[src/rtl/generador_nivel_comida.sv]
// Food-level generator for the pet FSM: debounced feed button, 1 s prescaler,
// periodic level decay and feed requests gated by Activo_Comida.
module generador_nivel_comida #(
    parameter int unsigned TICK_DIV      = 50_000_000,
    parameter int unsigned DECAY_SEG     = 10,
    parameter int unsigned DEBOUNCE_CYC  = 500_000,
    parameter logic [1:0]  NIVEL_INICIAL = 2'd3
) (
    input  logic       clk,
    input  logic       reset,
    input  logic       Boton_Raw,
    input  logic       Activo_Comida,
    output logic [1:0] Nivel_Comida,
    output logic       Boton_Comida,
    output logic       Pulso_Comer,
    output logic       Rechazo,
    output logic       Tick_1s
);

    localparam int unsigned PW = (TICK_DIV > 1) ? $clog2(TICK_DIV) : 1;
    localparam int unsigned DW = (DECAY_SEG > 1) ? $clog2(DECAY_SEG) : 1;
    localparam int unsigned CW = $clog2(DEBOUNCE_CYC + 1);

    localparam logic [PW-1:0] PCNT_MAX = PW'(TICK_DIV - 1);
    localparam logic [DW-1:0] DCNT_MAX = DW'(DECAY_SEG - 1);
    localparam logic [CW-1:0] CNT_MAX  = CW'(DEBOUNCE_CYC - 1);

    typedef enum logic [1:0] {
        Soltado,
        ConfirmaPres,
        Presionado,
        ConfirmaSolt
    } estado_t;

    logic          sync_q;
    logic          btn_s;
    estado_t       estado_q;
    logic [CW-1:0] cnt_q;
    logic          press_ev_q;
    logic          clr_lleno_q;
    logic [PW-1:0] pcnt_q;
    logic [PW-1:0] pcnt_d;
    logic [DW-1:0] dcnt_q;
    logic          puede_comer;
    logic          limpia;
    logic          expira;

    // Two-flop synchronizer; btn_s is the only consumer of Boton_Raw.
    always_ff @(posedge clk) begin
        if (reset) begin
            sync_q <= 1'b0;
            btn_s  <= 1'b0;
        end else begin
            sync_q <= Boton_Raw;
            btn_s  <= sync_q;
        end
    end

    // Debounce FSM; Boton_Comida is the registered image of the pressed states.
    always_ff @(posedge clk) begin
        if (reset) begin
            estado_q     <= Soltado;
            cnt_q        <= '0;
            press_ev_q   <= 1'b0;
            Boton_Comida <= 1'b0;
        end else begin
            press_ev_q   <= 1'b0;
            Boton_Comida <= (estado_q == Presionado) || (estado_q == ConfirmaSolt);
            unique case (estado_q)
                Soltado: begin
                    if (btn_s) begin
                        estado_q <= ConfirmaPres;
                        cnt_q    <= '0;
                    end
                end
                ConfirmaPres: begin
                    if (!btn_s) begin
                        estado_q <= Soltado;
                    end else if (cnt_q == CNT_MAX) begin
                        estado_q   <= Presionado;
                        press_ev_q <= 1'b1;
                    end else begin
                        cnt_q <= cnt_q + 1'b1;
                    end
                end
                Presionado: begin
                    if (!btn_s) begin
                        estado_q <= ConfirmaSolt;
                        cnt_q    <= '0;
                    end
                end
                ConfirmaSolt: begin
                    if (btn_s) begin
                        estado_q <= Presionado;
                    end else if (cnt_q == CNT_MAX) begin
                        estado_q <= Soltado;
                    end else begin
                        cnt_q <= cnt_q + 1'b1;
                    end
                end
                default: estado_q <= Soltado;
            endcase
        end
    end

    assign puede_comer = Activo_Comida && (Nivel_Comida != 2'd3);

    // Press decision lands on the same edge Boton_Comida rises.
    always_ff @(posedge clk) begin
        if (reset) begin
            Pulso_Comer <= 1'b0;
            Rechazo     <= 1'b0;
            clr_lleno_q <= 1'b0;
        end else begin
            Pulso_Comer <= press_ev_q && puede_comer;
            Rechazo     <= press_ev_q && !puede_comer;
            clr_lleno_q <= press_ev_q && Activo_Comida && (Nivel_Comida == 2'd3);
        end
    end

    always_comb begin
        pcnt_d = pcnt_q + 1'b1;
        if (pcnt_q == PCNT_MAX) begin
            pcnt_d = '0;
        end
    end

    // Free-running prescaler; Tick_1s is registered from the next count.
    always_ff @(posedge clk) begin
        if (reset) begin
            pcnt_q  <= '0;
            Tick_1s <= 1'b0;
        end else begin
            pcnt_q  <= pcnt_d;
            Tick_1s <= (pcnt_d == PCNT_MAX);
        end
    end

    assign limpia = Pulso_Comer || clr_lleno_q;
    assign expira = Tick_1s && (dcnt_q == DCNT_MAX);

    // Feeding beats a coinciding decay expiry; level saturates at both ends.
    always_ff @(posedge clk) begin
        if (reset) begin
            Nivel_Comida <= NIVEL_INICIAL;
            dcnt_q       <= '0;
        end else begin
            if (Pulso_Comer) begin
                if (Nivel_Comida != 2'd3) begin
                    Nivel_Comida <= Nivel_Comida + 2'd1;
                end
            end else if (!limpia && expira && (Nivel_Comida != 2'd0)) begin
                Nivel_Comida <= Nivel_Comida - 2'd1;
            end

            if (limpia || expira) begin
                dcnt_q <= '0;
            end else if (Tick_1s) begin
                dcnt_q <= dcnt_q + 1'b1;
            end
        end
    end

endmodule
[config.mk]
export PLATFORM = sky130hd
export DESIGN_NAME = generador_nivel_comida
export DESIGN_NICKNAME = d
export VERILOG_FILES = /design/src/rtl/generador_nivel_comida.sv
export SDC_FILE = /design/constraint.sdc
export NUM_CORES = 1
export LEC_CHECK = 0
export CAP_MARGIN = 10
export CORE_UTILIZATION = 46
export CTS_CLUSTER_DIAMETER = 200
export DETAILED_ROUTE_END_ITERATION = 10
export GPL_ROUTABILITY_DRIVEN = 0
export PLACE_DENSITY_LB_ADDON = 0.25
export RECOVER_POWER = 25
export SYNTH_ARGS = -nofsm -noshare
export SYNTH_HDL_FRONTEND = slang
export SYNTH_SLANG_ARGS = --single-unit
[constraint.sdc]
create_clock -name clk -period 2.7 [get_ports clk]
set_input_delay 0.675 -clock clk [delete_from_list [all_inputs] [get_ports clk]]
set_output_delay 0.675 -clock clk [all_outputs]
set_load 0.02 [all_outputs]
==> metrics <==
Post-synth EDFFs=0; Clock Tree Root=clkbuf_8; Post-synth ARST share=0; Clk Latency, worst-skew pair=0.33 ns; Rows=28; vias in the first global route=2061; clock buffer depth=2; max_slew headroom=0.238; number of H-tree levels=3; Pwr Total=1740 uW; hold buffers post-CTS=0; Critical Path Fanout Max=8; area leader, netlist=dfxtp_1; Vias/cell=5.49; Sink Count=61; endpoints failing setup=0; clock transition at the registers of the reported paths=0.07 ns; initial antenna violation count=0; Syn Std Cell Area=2940 um2; Mean Syn Cell Area=8.55 um2; most frequent cells in the layout=dfxtp_1, nor2_1, xor2_1; worst hold slack=0.445 ns; final WL=5.72 mm; yosys warns=0; initial core utilization=0.488; Top Ports=10; post-synthesis sequential area ratio=0.415; Final ANT Viol Nets=0; area delta synth->final=11.2%; first-pass GRT wire length=9.27 mm; pwr/cell area=533 nW/um2; RSZ-0062 raised after global routing=no; core area=6030 um2; Critical Path RT=2.95 ns; Crit. End Element=flip-flop; Total GRT Usage=0.183; Final period util=0.892; dominant synthesized flop cell=dfxtp_1; main area contributors after synthesis=dfxtp_1, xor2_1, nor2_1; worst min path class=reg -> reg; peak supply drop=0.404 mV; Period minus WS final=2.41 ns; Horiz. Die Dim=82.0 um; CTS Buf Count=9; Die Y=82.0 um; sum of negative setup slack=0 ns; post-CTS resize count=0; Post-CTS Setup Bufs=0; Util after Layout=0.543; Post-Route Skew=0.0105 ns; cell leakage power=0.00109 uW; GR Overflow Total=0; Final Max Slew Viols=0; die area=6720 um2; largest net degree at the start of global routing=22; layout cell share with drive strength beyond 1=0.0730; most common library cell in the layout ignoring fill and taps=dfxtp_1; status=finished, final reports clean; final net count=359; Cell variety after synth=45; Synth Net Count=352; IO buf count=9; max cap viols=0; CTS tree=yes; TritonRoute pass-1 iters=4; Peak Freq=415 MHz; Worst Setup Start Kind=flip-flop; Routed WL per cell=13.3 um; DRT iter0 DRCs=112; Seq cells post-synth=61; crit path DAT=2.66 ns; DR vias=2365; DP Wirelength=4.03 mm; crit path kind=reg -> reg; Yosys top cell area share=0.415; Slew @ Worst Pin=1.14 ns; Final Hold Fails=0; post-synthesis cell count=344; n_diodes=0; DRC=0
## registers in the layout, summed over array words and instances (netlist names), named ones only
signal        count
press_ev_q        1
sync_q            1
btn_s             1
clr_lleno_q       1
Boton_Comida      1
estado_q          1
pcnt_q           26
Nivel_Comida      2
Tick_1s           1
dcnt_q            4
Rechazo           1
Pulso_Comer       1
cnt_q            19
## where the power goes
group	internal [uW]	total (uW)	switching, uW
clock	449	794	345
combinational	13.1	38.2	25.1
sequential	905	912	6.41
total	1370	1740	377
## cell usage after synthesis (all sizes together), types with 3 or more instances
cell    instances
a21oi          13
and2            5
and3            7
buf             8
clkbuf         12
dfxtp          61
ha              4
inv             3
nand2          24
nand2b          6
nand3          17
nand3b          3
nand4          23
nand4b          5
nor2           57
nor2b           5
nor3            5
nor4            6
o21ai           5
or3             4
or4             7
xnor2          12
xor2           30
## cells by family (layout without fill, tap and decap cells)
family	Yosys count	after routing	synth area share
xor gates and xnor gates	42	42	0.125
buffers and inverters	23	35	0.0353
AOI/OAI and AO/OA	32	32	0.0681
adders and majority gates	4	4	0.0170
DFF	61	61	0.415
and+or+nand+nor	182	182	0.339
## per-layer routing
| metal | track usage | vias up | part of all wire |
|---|---|---|---|
| met4 | 0.102 | 0 | 0.018 |
| met5 | 0 | - | 0 |
| met3 | 0.0356 | 9 | 0.036 |
| li1 | - | 1222 | - |
| met1 | 0.237 | 1095 | 0.50 |
| met2 | 0.284 | 39 | 0.45 |
## per-stage QoR
step / setup WS, ns / std cells / instance area, um2
after floorplan: 0.426 / 344 / 2940
after global placement: 0.305 / 415 / 3080
after detailed placement: 0.295 / 415 / 3080
after CTS: 0.289 / 431 / 3280
after global routing: 0.122 / 431 / 3270
final: 0.292 / 431 / 3270
## cell type report
cell class | instances | area (um2)
multi-input cells | 260 | 1620
clock inverters | 4 | 47.5
clock buffers | 12 | 145
repair buffers | 16 | 135
well taps | 75 | 93.8
fillers | 593 | 2760
flip-flops and latches | 61 | 1220
inverters | 3 | 11.3
## worst paths after layout
path | from | to | slack, ns | depth (start not counted)
setup / recovery | pcnt_q[0]$_SDFF_PP0_ | Tick_1s$_SDFF_PP0_ | 0.29 | 6
hold / removal | sync_q$_SDFF_PP0_ | btn_s$_SDFF_PP0_ | 0.44 | 1
setup reg to reg | pcnt_q[0]$_SDFF_PP0_ | Tick_1s$_SDFF_PP0_ | 0.29 | 6
hold reg to reg | sync_q$_SDFF_PP0_ | btn_s$_SDFF_PP0_ | 0.44 | 1
## worst max-delay path: stages (launching register included)
cell and delay (ns):
dfxtp_1 0.40, ha_1 0.33, xnor2_1 0.12, or4_1 0.40, or3_1 0.32, or4_1 0.52
nor4_2 0.24
Note: power is estimated with default switching activity, not from simulation.
